<file path="src/rtl/xga_mem_pkg.sv">
// Shared constants and types for the XGA memory-side responder.
package xga_mem_pkg;

    // Single command word layout: {write, word address, write data}
    localparam int CMD_W        = 41;
    localparam int CMD_WE_BIT   = 40;
    localparam int CMD_ADDR_MSB = 39;
    localparam int CMD_ADDR_LSB = 16;

    // Burst request word: [23:0] aligned word address, upper byte reserved
    localparam int BURST_REQ_W  = 32;
    localparam int BURST_LEN    = 8;
    localparam int BEAT_W       = $clog2(BURST_LEN);

    typedef enum logic [1:0] {
        IDLE   = 2'd0,
        SINGLE = 2'd1,
        BURST  = 2'd2,
        PUSH   = 2'd3
    } state_e;

endpackage

</file>
<file path="src/rtl/xga_burst_packer.sv">
// Collects the beats of one burst read into a wide response word.
// Beat 0 lands in the least significant slot.
module xga_burst_packer #(
    parameter int DATA_W = 16,
    parameter int BEATS  = 8
) (
    input  logic                        clk,
    input  logic                        rst_n,
    input  logic                        clear,
    input  logic                        beat_valid,
    input  logic [DATA_W-1:0]           data,
    output logic [BEATS*DATA_W-1:0]     data_128,
    output logic [$clog2(BEATS)-1:0]    beat,
    output logic                        last_beat
);

    localparam int BW = $clog2(BEATS);

    logic [BW-1:0]           beat_q, beat_d;
    logic [BEATS*DATA_W-1:0] data_q, data_d;

    // Next beat index and slot write; clear wins so a new burst never sees old beats
    always_comb begin
        beat_d = beat_q;
        data_d = data_q;
        if (clear) begin
            beat_d = '0;
            data_d = '0;
        end else if (beat_valid) begin
            beat_d = beat_q + 1'b1;
            data_d[beat_q*DATA_W +: DATA_W] = data;
        end
    end

    // Beat counter and assembly register
    always_ff @(posedge clk or negedge rst_n) begin
        if (!rst_n) begin
            beat_q <= '0;
            data_q <= '0;
        end else begin
            beat_q <= beat_d;
            data_q <= data_d;
        end
    end

    assign data_128  = data_q;
    assign beat      = beat_q;
    assign last_beat = (beat_q == BW'(BEATS - 1));

endmodule

</file>
<file path="src/rtl/xga_mem_responder.sv">
// Memory-side responder: pops single commands and burst requests, runs them
// on the req/ack memory port and pushes read data into the response FIFOs.
module xga_mem_responder #(
    parameter int ADDR_W    = 24,
    parameter int DATA_W    = 16,
    parameter int BURST_LEN = 8
) (
    input  logic                        clk,
    input  logic                        reset_n_i,
    input  logic [ADDR_W+DATA_W:0]      cmd_q_i,
    input  logic                        cmd_empty_i,
    output logic                        cmd_deq_o,
    input  logic [xga_mem_pkg::BURST_REQ_W-1:0] burst_q_i,
    input  logic                        burst_empty_i,
    output logic                        burst_deq_o,
    output logic [DATA_W-1:0]           rsp_d_o,
    output logic                        rsp_enq_o,
    input  logic                        rsp_full_i,
    output logic [BURST_LEN*DATA_W-1:0] rsp_burst_d_o,
    output logic                        rsp_burst_enq_o,
    input  logic                        rsp_burst_full_i,
    output logic                        mem_req_o,
    output logic                        mem_we_o,
    output logic [ADDR_W-1:0]           mem_addr_o,
    output logic [DATA_W-1:0]           mem_wdata_o,
    input  logic                        mem_ack_i,
    input  logic [DATA_W-1:0]           mem_rdata_i,
    output logic                        busy_o
);

    import xga_mem_pkg::*;

    state_e              state_q, state_d;
    logic                last_burst_q, last_burst_d;
    logic                push_burst_q, push_burst_d;
    logic                cmd_deq_q, cmd_deq_d;
    logic                burst_deq_q, burst_deq_d;
    logic                mem_req_q, mem_req_d;
    logic                mem_we_q, mem_we_d;
    logic [ADDR_W-1:0]   addr_q, addr_d;
    logic [DATA_W-1:0]   wdata_q, wdata_d;
    logic [DATA_W-1:0]   rsp_q, rsp_d;
    logic                rsp_enq_q, rsp_enq_d;
    logic                rsp_burst_enq_q, rsp_burst_enq_d;

    logic                cmd_is_write;
    logic                single_ok;
    logic                burst_ok;
    logic                pick_burst;
    logic                pack_clear;
    logic                pack_valid;
    logic                pack_last;
    logic [BEAT_W-1:0]   beat;
    logic                burst_unused;

    // Eligibility: reads need a free single-response slot, bursts a free burst slot
    assign cmd_is_write = cmd_q_i[CMD_WE_BIT];
    assign single_ok    = !cmd_empty_i && (cmd_is_write || !rsp_full_i);
    assign burst_ok     = !burst_empty_i && !rsp_burst_full_i;
    // When both are ready, the class not served last goes first
    assign pick_burst   = burst_ok && (!single_ok || !last_burst_q);

    // The reserved upper byte of the burst request carries nothing for us
    assign burst_unused = ^burst_q_i[BURST_REQ_W-1:ADDR_W];

    // Next-state, strobe and datapath control
    always_comb begin
        state_d         = state_q;
        last_burst_d    = last_burst_q;
        push_burst_d    = push_burst_q;
        cmd_deq_d       = 1'b0;
        burst_deq_d     = 1'b0;
        mem_req_d       = mem_req_q;
        mem_we_d        = mem_we_q;
        addr_d          = addr_q;
        wdata_d         = wdata_q;
        rsp_d           = rsp_q;
        rsp_enq_d       = 1'b0;
        rsp_burst_enq_d = 1'b0;
        pack_clear      = 1'b0;
        pack_valid      = 1'b0;

        case (state_q)
            IDLE: begin
                if (pick_burst) begin
                    state_d      = BURST;
                    last_burst_d = 1'b1;
                    burst_deq_d  = 1'b1;
                    mem_req_d    = 1'b1;
                    mem_we_d     = 1'b0;
                    addr_d       = burst_q_i[ADDR_W-1:0];
                    wdata_d      = '0;
                    pack_clear   = 1'b1;
                end else if (single_ok) begin
                    state_d      = SINGLE;
                    last_burst_d = 1'b0;
                    cmd_deq_d    = 1'b1;
                    mem_req_d    = 1'b1;
                    mem_we_d     = cmd_is_write;
                    addr_d       = cmd_q_i[CMD_ADDR_MSB:CMD_ADDR_LSB];
                    wdata_d      = cmd_q_i[DATA_W-1:0];
                end
            end
            SINGLE: begin
                if (mem_ack_i) begin
                    mem_req_d = 1'b0;
                    if (mem_we_q) begin
                        state_d = IDLE;
                    end else begin
                        rsp_d        = mem_rdata_i;
                        push_burst_d = 1'b0;
                        state_d      = PUSH;
                    end
                end
            end
            BURST: begin
                if (mem_ack_i) begin
                    pack_valid = 1'b1;
                    if (pack_last) begin
                        mem_req_d    = 1'b0;
                        push_burst_d = 1'b1;
                        state_d      = PUSH;
                    end
                end
            end
            PUSH: begin
                rsp_enq_d       = !push_burst_q;
                rsp_burst_enq_d = push_burst_q;
                state_d         = IDLE;
            end
            default: state_d = IDLE;
        endcase
    end

    // Control and datapath registers; reset abandons any access in flight
    always_ff @(posedge clk or negedge reset_n_i) begin
        if (!reset_n_i) begin
            state_q         <= IDLE;
            last_burst_q    <= 1'b0;
            push_burst_q    <= 1'b0;
            cmd_deq_q       <= 1'b0;
            burst_deq_q     <= 1'b0;
            mem_req_q       <= 1'b0;
            mem_we_q        <= 1'b0;
            addr_q          <= '0;
            wdata_q         <= '0;
            rsp_q           <= '0;
            rsp_enq_q       <= 1'b0;
            rsp_burst_enq_q <= 1'b0;
        end else begin
            state_q         <= state_d;
            last_burst_q    <= last_burst_d;
            push_burst_q    <= push_burst_d;
            cmd_deq_q       <= cmd_deq_d;
            burst_deq_q     <= burst_deq_d;
            mem_req_q       <= mem_req_d;
            mem_we_q        <= mem_we_d;
            addr_q          <= addr_d;
            wdata_q         <= wdata_d;
            rsp_q           <= rsp_d;
            rsp_enq_q       <= rsp_enq_d;
            rsp_burst_enq_q <= rsp_burst_enq_d;
        end
    end

    xga_burst_packer #(
        .DATA_W (DATA_W),
        .BEATS  (BURST_LEN)
    ) u_packer (
        .clk        (clk),
        .rst_n      (reset_n_i),
        .clear      (pack_clear),
        .beat_valid (pack_valid),
        .data       (mem_rdata_i),
        .data_128   (rsp_burst_d_o),
        .beat       (beat),
        .last_beat  (pack_last)
    );

    // Burst beats walk the aligned 8-word block, wrapping within it
    assign mem_addr_o      = (state_q == BURST) ? {addr_q[ADDR_W-1:BEAT_W], beat} : addr_q;
    assign mem_req_o       = mem_req_q;
    assign mem_we_o        = mem_we_q;
    assign mem_wdata_o     = wdata_q;
    assign cmd_deq_o       = cmd_deq_q;
    assign burst_deq_o     = burst_deq_q;
    assign rsp_d_o         = rsp_q;
    assign rsp_enq_o       = rsp_enq_q;
    assign rsp_burst_enq_o = rsp_burst_enq_q;
    assign busy_o          = (state_q != IDLE);

endmodule

</file>
<file path="config.mk">
export PLATFORM = sky130hd
export DESIGN_NAME = xga_mem_responder
export DESIGN_NICKNAME = d
export VERILOG_FILES = /design/src/rtl/xga_mem_pkg.sv /design/src/rtl/xga_burst_packer.sv /design/src/rtl/xga_mem_responder.sv
export SDC_FILE = /design/constraint.sdc
export NUM_CORES = 1
export LEC_CHECK = 0
export CORE_ASPECT_RATIO = 1.25
export CORE_MARGIN = 2
export CORE_UTILIZATION = 50
export DETAILED_ROUTE_END_ITERATION = 12
export PLACE_DENSITY = 0.84
export SETUP_SLACK_MARGIN = 0.05
export SLEW_MARGIN = 15
export SYNTH_ARGS = -nofsm -noshare
export SYNTH_HDL_FRONTEND = slang
export SYNTH_SLANG_ARGS = --single-unit
</file>
<file path="constraint.sdc">
create_clock -name clk -period 5.4 [get_ports clk]
set_input_delay 0.81 -clock clk [delete_from_list [all_inputs] [get_ports clk]]
set_output_delay 0.81 -clock clk [all_outputs]
set_load 0.05 [all_outputs]
</file>
==> out/results.tsv, run 1 <==
metric	value	unit
Final period util	63.09	%
core area	16840	µm²
sequential share of the synthesized area	57.33	%
Ports	287	
fraction of registers with async set/reset	100.0	%
largest net degree at the start of global routing	110	
hold slack final	0.4697	ns
Max IR drop VDD	0.3440	mV
Detailed Routing Iterations Pass 1	5	
first-pass GRT wire length	36630	µm
die area	18270	µm²
CTS Buffer Depth	2	
Vias	6973	
Storage cell area	4930	µm²
syn_area_per_cell	10.41	µm²
vias in the first global route	6718	
port buffer count	278	
Crit Path Class	register to register	
GRT Total Usage	26.41	%
Synth Warn #	0	
number of vias per cell	5.435	
# diodes	0	
Die Y	150.6	µm
Initial Utilization	51.05	%
DRC	0	
die width	121.3	µm
number of synthesized flops with an enable pin	0	
Multi-input gate area	3208	µm²
CTS Root Cell	clkbuf_16	
Clock Latency Late Sink	0.43	ns
max-cap violation count	0	
Post-CTS Setup Bufs	0	
number of synthesized register bits	197	
1st-iter DRT viols	558	
final setup fails	0	
worst slew pin tran	1.142	ns
RSZ-0062 raised after global routing	no	
layout net count	1158	
ys flop type	dfrtp_1	
Lkg Pwr	5.257	nW
worst hold-check path type	primary input to async pin	
post-synth top area cell	dfrtp_1	
final hold vios	0	
minimum clock period	3.407	ns
Area contributors post-synth	dfrtp_1, nand2_1, a21oi_1	
num rows	53	
CP Capture Type	register	
Post-Syn Nets	932	
Slew headroom	23.48	%
total grt overflow	0	
clock-pin slew on the worst setup and hold paths	0.07	ns
Layout Skew	0.007734	ns
CTS buffer count	17	
post-route ant nets	0	
Pwr per Cell Area	546.5	nW/µm²
Critical Path RT	5.69	ns
critical path arrival	3.69	ns
most frequent cell after synthesis	dfrtp_1	
wire per inst	18.77	µm
antenna violations before repair	1	
Mapped Cells	826	
Peak Freq	293.5	MHz
htree depth	4	
post-route setup TNS	0	ns
Clock Sinks	197	
max-slew violations	0	
Synth Cell Area	8599	µm²
Final HPWL DP	16860	µm
Final GP Congestion	0.8192	
share of cells above drive strength 1	6.397	%
CP startpoint kind	register	
post-cts sizing count	0	
outcome	completed	
Area Growth Syn to Fin	37.74	%
post-synth top area share	57.33	%
Filler cells	1248	
CTS tree	done	
Hold-fix buffers, CTS	0	
most frequent cells after synthesis	dfrtp_1, nand2_1, a21oi_1, nor2_1, mux2i_1	
drt total wl	24080	µm
CP Max Fanout	18	
Synth cell types	43	
==> flip-flops by register name (all words and copies together), names as in the netlist <==
register,flops
cmd_deq_o,1
state_q,2
addr_q,24
mem_req_o,1
u_packer.beat,3
rsp_burst_enq_o,1
push_burst_q,1
mem_wdata_o,16
rsp_d_o,16
mem_we_o,1
rsp_enq_o,1
burst_deq_o,1
last_burst_q,1
u_packer.data_128,128
==> critical path: stages, from the launching register on <==
cell and delay [ns]:
dfrtp_1 0.55, inv_1 0.08, ha_1 0.23, ha_1 0.30
nor2b_1 0.79, nand4b_1 0.92, nand2_1 0.31, a21oi_1 0.09
==> stage by stage <==
step	std cells	area, µm²	setup slack (ns)	total power, W	util (%)
floorplan	826	8600	3.119	0.004312	-
global placement	1253	11260	1.977	0.005203	66.87
detailed placement	1253	11260	1.926	0.005260	66.87
CTS	1283	11840	1.992	0.006500	70.30
global route	1283	11850	1.641	0.006761	70.32
finish	1283	11850	1.993	0.006474	70.32
==> cells by family after synthesis <==
kind of cell,after synthesis,share of synthesized area [%]
DFF,197,57.33
and+or+nand+nor,305,16.54
adders and majority gates,10,1.455
xor gates and xnor gates,1,0.1019
AOI/OAI and AO/OA,171,11.86
muxes,59,7.144
buffers and inverters,83,5.572
==> power by group <==
part	internal [W]	switching [W]	total [W]	leakage, nW
Sequential	0.00183	0.000219	0.00205	2.62
Clock	0.000685	0.000553	0.00124	0.278
Combinational	0.00107	0.00212	0.00319	2.36
==> cell type report <==
cell class	instances	area share [%]
flip-flops and latches	197	41.62
inverters	6	0.1901
clock inverters	9	0.8239
repair buffers	284	23.90
clock buffers	21	4.056
well taps	220	2.324
multi-input cells	546	27.08
==> path summary, 6_finish.rpt <==
kind,start,endpoint,slack [ns],cells after the start
min in group clk,push_burst_q,rsp_enq_o,0.48,1
setup reg to reg,u_packer.beat[0],u_packer.data_128[80],1.99,7
hold / removal,reset_n_i,u_packer.data_128[92],0.47,1
hold reg to reg,push_burst_q,rsp_enq_o,0.48,1
setup / recovery,u_packer.beat[0],u_packer.data_128[80],1.99,7
max in group asynchronous,reset_n_i,u_packer.data_128[119],3.74,2
==> per-layer routing <==
layer | routed length [µm] | track usage, %
met5 | 0 | 0
met1 | 9188 | 31.74
met3 | 1650 | 7.045
met2 | 12460 | 45.08
met4 | 787 | 10.69
==> placed cells by master (no fill, tap or decap), types with 2 or more instances in the layout <==
cell | netlist | final
a21oi_1 | 124 | 124
a22o_1 | 33 | 33
and2_1 | 27 | 27
and3_1 | 4 | 4
buf_4 | 24 | 6
clkbuf_16 | 0 | 17
clkbuf_8 | 0 | 5
clkdlybuf4s50_1 | 0 | 277
clkinv_4 | 0 | 5
clkinvlp_4 | 0 | 2
dfrtp_1 | 197 | 197
ha_1 | 10 | 10
inv_1 | 6 | 6
mux2_2 | 19 | 19
mux2i_1 | 40 | 40
nand2_1 | 184 | 184
nand2b_1 | 3 | 3
nand3_1 | 2 | 2
nand3b_1 | 5 | 5
nand4_1 | 10 | 10
nand4b_1 | 2 | 2
nor2_1 | 47 | 47
nor2b_1 | 5 | 5
nor4_4 | 2 | 2
nor4b_4 | 2 | 2
o21a_1 | 2 | 2
o21ai_0 | 2 | 2
o21ai_2 | 1 | 2
o41ai_1 | 3 | 3
or4_1 | 3 | 3
Power figures use the tool's default switching activity.
==> inputs of run 2 (changes only) <==
CORE_UTILIZATION = 42   (was 50)
PLACE_DENSITY = 0.75   (was 0.84)
clock period = 3.1 ns   (was 5.4 ns; I/O delays follow)
==> out/results.tsv, run 2 (synthesis results as in run 1) <==
metric	value	unit
RSZ-0062 raised after global routing	no	
pre-CTS setup slack	0.3922	ns
max reg flops	128	
vias in the first global route	6974	
post-route ant nets	0	
Worst Slack Setup Final	0.2037	ns
wire per inst	18.19	µm
outcome	completed	
commonest non-fill, non-tap cell in the layout	clkdlybuf4s50_1	
Area Growth Syn to Fin	40.61	%
most frequent cells in the layout	clkdlybuf4s50_1, dfrtp_1, nand2_1	
Detailed Routing Iterations Pass 1	4	
Multi-input gate area	3214	µm²
final hold vios	0	
post-cts sizing count	0	
worst slew pin tran	0.7565	ns
CTS tree	done	
Clock Latency Late Sink	0.43	ns
Clock Sinks	197	
post-route setup TNS	0	ns
CP startpoint kind	register	
Initial Utilization	42.78	%
Max IR drop VDD	0.6562	mV
Crit Path Class	register to primary output	
worst hold-check path type	primary input to async pin	
Storage cell area	4930	µm²
final setup fails	0	
minimum clock period	2.896	ns
clock-pin slew on the worst setup and hold paths	0.07	ns
die area	21640	µm²
total grt overflow	0	
critical path arrival	2.43	ns
Die Y	164.0	µm
Final period util	93.43	%
Layout Skew	0.009834	ns
1st-iter DRT viols	562	
htree depth	4	
core area	20100	µm²
# diodes	0	
Hold-fix buffers, CTS	0	
drt total wl	24610	µm
num rows	58	
Pwr per Cell Area	941.3	nW/µm²
Vias	6957	
Final HPWL DP	17580	µm
CP Capture Type	primary output	
share of cells above drive strength 1	8.033	%
CTS Root Cell	clkbuf_16	
Final GP Congestion	0.8124	
Lkg Pwr	5.369	nW
layout net count	1177	
largest net degree at the start of global routing	77	
Filler cells	1761	
Post-CTS Setup Bufs	0	
number of vias per cell	5.142	
antenna violations before repair	0	
CTS Buffer Depth	2	
max-slew violations	0	
Ports	287	
max-cap violation count	0	
DRC	0	
CP Max Fanout	9	
Peak Freq	345.3	MHz
CTS buffer count	17	
first-pass GRT wire length	38270	µm
die width	132.0	µm
Critical Path RT	2.63	ns
GRT Total Usage	22.88	%
port buffer count	278	
Slew headroom	49.57	%
run 2: per-stage QoR:
step	utilization (%)	power (W)	hold slack (ns)	area, µm²	cells
detailed placement	57.21	0.009258	0.4762	11500	1322
CTS	60.13	0.01148	0.07558	12090	1353
floorplan	-	0.007512	0.1694	8600	826
global route	60.15	0.01192	0.1018	12090	1353
global placement	57.21	0.009195	0.4741	11500	1322
finish	60.15	0.01138	0.04845	12090	1353
run 2: routing by layer:
layer	routed length (µm)	global-route usage (%)	vias to the layer above	share of wire, %
met5	0	0	-	0
met4	836	9.931	0	3.4
met3	1765	5.432	50	7.2
met2	12350	39.18	282	50
met1	9658	27.70	3363	39
li1	-	-	3262	-
run 2: cell type report:
type / instances / area share, %
Clock buffer: 23 / 4.118
Tap cell: 270 / 2.794
Inverter: 6 / 0.1863
Timing Repair Buffer: 303 / 24.82
Clock inverter: 8 / 0.7243
Sequential cell: 197 / 40.77
Multi-Input combinational cell: 546 / 26.58
run 2: where the power goes:
| group | internal (W) | leakage [nW] | switching [W] |
|---|---|---|---|
| registers | 0.00319 | 2.62 | 0.000365 |
| clock network | 0.00122 | 0.279 | 0.000978 |
| logic | 0.00192 | 2.47 | 0.00371 |
run 2: worst paths after layout:
path	start	end	slack (ns)	depth (start not counted)
worst max-delay path	state_q[0]	mem_addr_o[2]	0.20	4
worst min-delay path	reset_n_i	mem_wdata_o[14]	0.05	1
worst max register to register	u_packer.beat[1]	u_packer.data_128[102]	0.48	7
worst min register to register	push_burst_q	rsp_enq_o	0.47	1
max in group asynchronous	reset_n_i	addr_q[16]	2.27	2
min in group clk	push_burst_q	rsp_enq_o	0.47	1
run 2: worst max-delay path: stages (launching register included):
cell and delay, ns:
dfrtp_1 0.44, inv_1 0.10, ha_1 0.37, mux2_2 0.38
clkdlybuf4s50_1 0.71
